$ cat src/rtl/mem_req.sv
`default_nettype none
// ============================================================================
// Module      : mem_req
// Description : Memory-request stage. Turns an EX-stage load/store into a
//               word-aligned, lane-masked data-memory request. It holds the
//               request until dmem_resp arrives and then emits one registered
//               completion pulse toward WB. Misaligned or illegal accesses
//               and non-memory instructions complete immediately without
//               touching memory.
// Revision    : 1.0 - initial release
// ============================================================================
module mem_req (
    input  logic        clk,
    input  logic        rst,
    input  logic        in_valid,
    input  logic        in_load,
    input  logic        in_store,
    input  logic [2:0]  in_funct3,
    input  logic [31:0] in_addr,
    input  logic [31:0] in_wdata,
    output logic [31:0] dmem_addr,
    output logic [3:0]  dmem_rmask,
    output logic [3:0]  dmem_wmask,
    output logic [31:0] dmem_wdata,
    input  logic [31:0] dmem_rdata,
    input  logic        dmem_resp,
    output logic        stall,
    output logic        out_valid,
    output logic [31:0] out_rdata,
    output logic [31:0] out_addr,
    output logic [3:0]  out_rmask,
    output logic [3:0]  out_wmask,
    output logic [31:0] out_wdata,
    output logic        out_err
);

    typedef enum logic [0:0] {
        ST_IDLE = 1'b0,
        ST_REQ  = 1'b1
    } state_t;

    state_t      state_q, state_d;
    logic [31:0] dmem_addr_q, dmem_addr_d;
    logic [3:0]  dmem_rmask_q, dmem_rmask_d;
    logic [3:0]  dmem_wmask_q, dmem_wmask_d;
    logic [31:0] dmem_wdata_q, dmem_wdata_d;
    logic [31:0] req_addr_q, req_addr_d;

    logic        out_valid_q, out_valid_d;
    logic [31:0] out_rdata_q, out_rdata_d;
    logic [31:0] out_addr_q, out_addr_d;
    logic [3:0]  out_rmask_q, out_rmask_d;
    logic [3:0]  out_wmask_q, out_wmask_d;
    logic [31:0] out_wdata_q, out_wdata_d;
    logic        out_err_q, out_err_d;

    // A memory response and an immediate (non-memory or faulting) completion
    // can land in the same cycle; the younger one waits here for one cycle so
    // that only one completion is emitted per cycle and order is preserved.
    logic        pend_valid_q, pend_valid_d;
    logic        pend_err_q, pend_err_d;
    logic [31:0] pend_addr_q, pend_addr_d;

    logic [3:0]  lane_mask;
    logic [31:0] lane_wdata;
    logic        misaligned;
    logic        funct3_ok;
    logic        is_mem;
    logic        is_bad;
    logic        accept;
    logic        resp_fire;
    logic        mem_go;
    logic        imm_go;
    logic        imm_err;

    assign stall     = (state_q == ST_REQ) & ~dmem_resp;
    assign accept    = in_valid & ~stall;
    assign resp_fire = (state_q == ST_REQ) & dmem_resp;

    assign funct3_ok = (in_funct3 == 3'b000) | (in_funct3 == 3'b001) |
                       (in_funct3 == 3'b010) | (in_funct3 == 3'b100) |
                       (in_funct3 == 3'b101);
    assign is_mem    = in_load | in_store;
    assign is_bad    = (in_load & in_store) | ~funct3_ok | misaligned;
    assign mem_go    = accept & is_mem & ~is_bad;
    assign imm_go    = accept & ~mem_go;
    assign imm_err   = is_mem & is_bad;

    // Lane enables, lane-aligned store data and alignment check by access size
    always_comb begin
        lane_mask  = 4'b0000;
        lane_wdata = 32'h0;
        misaligned = 1'b0;
        case (in_funct3[1:0])
            2'b00: begin
                lane_mask  = 4'b0001 << in_addr[1:0];
                lane_wdata = {24'h0, in_wdata[7:0]} << {in_addr[1:0], 3'b000};
            end
            2'b01: begin
                lane_mask  = in_addr[1] ? 4'b1100 : 4'b0011;
                lane_wdata = in_addr[1] ? {in_wdata[15:0], 16'h0}
                                        : {16'h0, in_wdata[15:0]};
                misaligned = in_addr[0];
            end
            2'b10: begin
                lane_mask  = 4'b1111;
                lane_wdata = in_wdata;
                misaligned = |in_addr[1:0];
            end
            default: begin
                lane_mask  = 4'b0000;
                lane_wdata = 32'h0;
                misaligned = 1'b0;
            end
        endcase
    end

    // Next-state: request lifecycle, then completion routing (response first,
    // then any parked immediate completion, then a fresh immediate one)
    always_comb begin
        state_d      = state_q;
        dmem_addr_d  = dmem_addr_q;
        dmem_rmask_d = dmem_rmask_q;
        dmem_wmask_d = dmem_wmask_q;
        dmem_wdata_d = dmem_wdata_q;
        req_addr_d   = req_addr_q;
        out_valid_d  = 1'b0;
        out_rdata_d  = out_rdata_q;
        out_addr_d   = out_addr_q;
        out_rmask_d  = out_rmask_q;
        out_wmask_d  = out_wmask_q;
        out_wdata_d  = out_wdata_q;
        out_err_d    = out_err_q;
        pend_valid_d = pend_valid_q;
        pend_err_d   = pend_err_q;
        pend_addr_d  = pend_addr_q;

        if (resp_fire) begin
            state_d      = ST_IDLE;
            dmem_addr_d  = 32'h0;
            dmem_rmask_d = 4'b0000;
            dmem_wmask_d = 4'b0000;
            dmem_wdata_d = 32'h0;
        end

        if (mem_go) begin
            state_d      = ST_REQ;
            dmem_addr_d  = {in_addr[31:2], 2'b00};
            dmem_rmask_d = in_load  ? lane_mask  : 4'b0000;
            dmem_wmask_d = in_store ? lane_mask  : 4'b0000;
            dmem_wdata_d = in_store ? lane_wdata : 32'h0;
            req_addr_d   = in_addr;
        end

        if (resp_fire) begin
            out_valid_d  = 1'b1;
            out_rdata_d  = dmem_rdata;
            out_addr_d   = req_addr_q;
            out_rmask_d  = dmem_rmask_q;
            out_wmask_d  = dmem_wmask_q;
            out_wdata_d  = dmem_wdata_q;
            out_err_d    = 1'b0;
            pend_valid_d = imm_go;
            pend_err_d   = imm_err;
            pend_addr_d  = in_addr;
        end else if (pend_valid_q) begin
            out_valid_d  = 1'b1;
            out_rdata_d  = 32'h0;
            out_addr_d   = pend_addr_q;
            out_rmask_d  = 4'b0000;
            out_wmask_d  = 4'b0000;
            out_wdata_d  = 32'h0;
            out_err_d    = pend_err_q;
            pend_valid_d = imm_go;
            pend_err_d   = imm_err;
            pend_addr_d  = in_addr;
        end else if (imm_go) begin
            out_valid_d  = 1'b1;
            out_rdata_d  = 32'h0;
            out_addr_d   = in_addr;
            out_rmask_d  = 4'b0000;
            out_wmask_d  = 4'b0000;
            out_wdata_d  = 32'h0;
            out_err_d    = imm_err;
        end
    end

    // State and output registers; reset abandons any outstanding request
    always_ff @(posedge clk) begin
        if (!rst) begin
            state_q      <= ST_IDLE;
            dmem_addr_q  <= 32'h0;
            dmem_rmask_q <= 4'b0000;
            dmem_wmask_q <= 4'b0000;
            dmem_wdata_q <= 32'h0;
            req_addr_q   <= 32'h0;
            out_valid_q  <= 1'b0;
            out_rdata_q  <= 32'h0;
            out_addr_q   <= 32'h0;
            out_rmask_q  <= 4'b0000;
            out_wmask_q  <= 4'b0000;
            out_wdata_q  <= 32'h0;
            out_err_q    <= 1'b0;
            pend_valid_q <= 1'b0;
            pend_err_q   <= 1'b0;
            pend_addr_q  <= 32'h0;
        end else begin
            state_q      <= state_d;
            dmem_addr_q  <= dmem_addr_d;
            dmem_rmask_q <= dmem_rmask_d;
            dmem_wmask_q <= dmem_wmask_d;
            dmem_wdata_q <= dmem_wdata_d;
            req_addr_q   <= req_addr_d;
            out_valid_q  <= out_valid_d;
            out_rdata_q  <= out_rdata_d;
            out_addr_q   <= out_addr_d;
            out_rmask_q  <= out_rmask_d;
            out_wmask_q  <= out_wmask_d;
            out_wdata_q  <= out_wdata_d;
            out_err_q    <= out_err_d;
            pend_valid_q <= pend_valid_d;
            pend_err_q   <= pend_err_d;
            pend_addr_q  <= pend_addr_d;
        end
    end

    assign dmem_addr  = dmem_addr_q;
    assign dmem_rmask = dmem_rmask_q;
    assign dmem_wmask = dmem_wmask_q;
    assign dmem_wdata = dmem_wdata_q;
    assign out_valid  = out_valid_q;
    assign out_rdata  = out_rdata_q;
    assign out_addr   = out_addr_q;
    assign out_rmask  = out_rmask_q;
    assign out_wmask  = out_wmask_q;
    assign out_wdata  = out_wdata_q;
    assign out_err    = out_err_q;

endmodule
`default_nettype wire

$ cat config.mk
export PLATFORM = sky130hd
export DESIGN_NAME = mem_req
export DESIGN_NICKNAME = d
export VERILOG_FILES = /design/src/rtl/mem_req.sv
export SDC_FILE = /design/constraint.sdc
export NUM_CORES = 1
export LEC_CHECK = 0
export ABC_AREA = 0
export ABC_CLOCK_PERIOD_IN_PS = 5100
export CAP_MARGIN = 5
export CORE_AREA = 4 4 195 197
export DETAILED_ROUTE_END_ITERATION = 8
export DIE_AREA = 0 0 199 201
export DONT_BUFFER_PORTS = 1
export MAX_ROUTING_LAYER = met4
export SYNTH_ARGS = -nofsm -noshare
export SYNTH_HDL_FRONTEND = slang
export SYNTH_SLANG_ARGS = --single-unit
$ cat constraint.sdc
create_clock -name clk -period 5.1 [get_ports clk]
set_input_delay 1.275 -clock clk [delete_from_list [all_inputs] [get_ports clk]]
set_output_delay 1.275 -clock clk [all_outputs]
set_load 0.01 [all_outputs]
==> flow_metrics.py <==
metrics = {
    "setup_path": {
        "crit_arrival_ns": 3.91,
        "worstPathRequired_ns": 5.59,
        "crit_type": "primary input to register",
        "cp_num_buf_inv": 3,
        "cp_cell_sequence": "inv_1 > ha_1 > buf_4 > nor2b_2 > o311ai_4 > nor3_4 > buf_4 > a22o_1",
        "critPathLaunchType": "primary input",
        "worst_setup_path_end_kind": "register",
        "crit_top_cell": "buf_4",
        "cp_max_fo": 40,
        "slowest_stage": "nor3_4",
        "cpLargestDelayFamily": "simple AND/OR/NAND/NOR gates",
        "cpPeakStageDelay_ns": 0.92,
        "cp-startpoint": "in_funct3[0]",
        "r2r_start": "state_q",
    },
    "layout": {
        "layout_common_cells": "nand2_1 (243), dfxtp_1 (242), o31ai_1 (73)",
        "nFillCells": 3730,
        "drive_gt1_share_pct": 11.11,
        "area_growth_pct": 13.18,
        "final_common_cell": "nand2_1",
        "nNetsFinal": 1132,
        "layout.cells.non_filler": 1512,
        "diodes": 0,
    },
    "logic_synthesis": {
        "synthSimpleGateAreaFrac_pct": 14.72,
        "synth_fa_ha_area_share_pct": 0.4989,
        "synth_async_sr_flop_share_pct": 0,
        "synth-xor-area-share_pct": 0.1746,
        "yosysSeqAreaShare_pct": 48.49,
        "synth-main-ff-cell": "dfxtp_1",
        "yosys_warnings": 0,
        "ys_seq_elements": 243,
        "synth-compound-area-share_pct": 27.64,
        "synth_edf_count": 0,
        "yosys-mux-area-fraction_pct": 3.093,
        "syn_area_sq_um": 10030,
        "syn_area_per_cell_sq_um": 9.187,
        "syn_inst": 1092,
        "synth_cell_type_count": 49,
        "synth_top_family_by_area": "compound AO/OA/AOI/OAI gates",
    },
    "clock_tree": {
        "clkTransAtPathRegs_ns": 0.06,
        "cts_buffer_depth": 3,
        "root_buffer": "clkbuf_16",
        "cts_tree": "built",
        "cts_hold_buffers": 0,
        "insertion_delay_ns": 0.55,
        "cts_setup_buffers": 0,
        "clock-sinks": 243,
        "post_cts_resized": 0,
        "cts_buffers": 28,
        "h-tree-depth": 1,
    },
    "timing": {
        "setup_tns_ns": 0,
        "fin_crit_ns": 3.418,
        "fin_hold_ws_ns": 0.4500,
        "post-route-period-util_pct": 67.02,
        "drv_slew": 0,
        "tightest_slew_ns": 1.159,
        "finalHoldViolations": 0,
        "maxSlewHeadroom_pct": 22.75,
        "setup_viol": 0,
        "clock_skew_ns": 0.007034,
        "rsz0062_at_grt": "no",
        "fmaxAchievable_ghz": 0.2926,
    },
    "power_and_ir_drop": {
        "sw_frac_of_total_pct": 25.40,
        "ir_drop_mv": 0.2266,
        "powerDensity_nw_per_um2": 396.9,
        "seqPwrFrac_pct": 45.2,
        "p_leak_nw": 3.701,
        "finalPower_w": 0.004506,
        "power_frac_clock_pct": 47.1,
        "p_sw_w": 0.001145,
        "combPwrFrac_pct": 7.7,
        "p_int_w": 0.003361,
    },
    "worst_hold_path": {
        "hp-start": "pend_addr_q[7]",
        "hp-class": "register to register",
    },
    "die": {
        "die_x_microns": 199,
        "io_pins": 284,
        "rows": 70,
        "fp.dieH_microns": 201,
        "start_util_pct": 27.67,
        "die_area_sq_um": 40000,
        "core_sq_um": 36260,
    },
    "detailed_routing": {
        "viasPerCell": 5.599,
        "postRouteAntennaNets": 0,
        "wire_per_inst_microns": 22.40,
        "routed_wl_microns": 33870,
        "drcViolationCount": 0,
        "vias": 8465,
        "drt_pass1_iterations": 5,
        "drtIter0Drc": 595,
    },
    "global_routing": {
        "grt_pass1_wl_microns": 50780,
        "grt_max_degree": 80,
        "antenna_found_initial": 0,
        "track_usage_pct": 16.29,
        "overflow": 0,
        "grt_pass1_vias": 8078,
    },
    "run": {
        "drv_cap": 0,
    },
    "place": {
        "dp_hpwl_microns": 21690,
        "dp.cells": 1461,
        "portBuffers": 0,
        "gp_congestion": 0.8208,
    },
    "status": {
        "status": "complete, no violations",
    },
}
per-stage QoR:
step	instance area (sq um)	utilization [%]	worst slack, ns
2_1_floorplan	10040	-	2.240
3_3_place_gp	10380	28.62	1.105
5_1_grt	11350	31.31	1.464
3_5_place_dp	10380	28.62	1.078
6_report	11350	31.31	1.682
4_1_cts	11350	31.31	1.663
layer usage:
layer	routed length [microns]	GRT usage (%)
met1	12980	19.11
met3	4158	6.680
met4	1021	5.081
met5	0	-
met2	15700	25.52
tightest hold or removal path, stage by stage (launching register included):
cell and delay (ns):
dfxtp_1 0.31, nand2_1 0.05, a21oi_1 0.05
registers in the layout (all words and copies together) (netlist names), 4 cells and up:
| name | flops |
|---|---|
| dmem_wdata | 32 |
| out_addr | 32 |
| out_rdata | 32 |
| out_wdata | 32 |
| pend_addr_q | 32 |
| req_addr_q | 32 |
| dmem_addr | 30 |
| dmem_rmask | 4 |
| dmem_wmask | 4 |
| out_rmask | 4 |
| out_wmask | 4 |
synth_stat cells, types with 8 or more instances:
master | number | area, sq um
buf_2 | 36 | 180.2
a21oi_1 | 38 | 190.2
o2111ai_1 | 32 | 280.3
clkbuf_1 | 59 | 221.5
a222oi_1 | 8 | 80.08
a22oi_1 | 16 | 120.1
nand2_1 | 244 | 915.9
a31oi_1 | 35 | 219.0
a22o_1 | 70 | 613.1
o2bb2ai_1 | 28 | 245.2
dfxtp_1 | 243 | 4865
a32oi_1 | 32 | 280.3
or2_2 | 32 | 200.2
o31ai_1 | 73 | 548.0
buf_1 | 17 | 63.81
mux2i_1 | 31 | 310.3
nand4_1 | 35 | 219.0
area by class of cell:
type	count	area, sq um	share of cell area [%]
flip-flops and latches	243	4866	42.85
multi-input cells	726	4748	41.82
clock buffers	36	792.0	6.975
well taps	468	585.6	5.157
clock inverters	15	183.9	1.620
repair buffers	17	152.6	1.344
inverters	7	26.28	0.2314
power groups by stage:
| stage | sequential (W) | clock (W) | combinational [W] |
|---|---|---|---|
| 6_report | 0.00204 | 0.00212 | 0.000346 |
| 5_1_grt | 0.00204 | 0.00227 | 0.000379 |
| 4_1_cts | 0.00204 | 0.00218 | 0.000347 |
| 3_5_place_dp | 0.00208 | 0 | 0.000346 |
| 3_3_place_gp | 0.00208 | 0 | 0.000339 |
| 2_1_floorplan | 0.00205 | 0 | 0.000264 |
final timing paths:
check	endpoint	slack [ns]	cells past startpoint
max	req_addr_q[22]	1.68	8
min	pend_addr_q[7]	0.45	2
max reg2reg	req_addr_q[22]	2.17	5
min reg2reg	pend_addr_q[7]	0.45	2
cell families (layout without fill, tap and decap cells):
family / count (synthesis) / after routing
other cells: 1 / 2
mux: 31 / 31
buf+inv: 124 / 75
fa+ha+maj: 4 / 4
simple gates: 335 / 335
compound gates: 352 / 352
xor+xnor: 2 / 2
flops: 243 / 243
No activity file was read; power rests on OpenSTA's default activity.
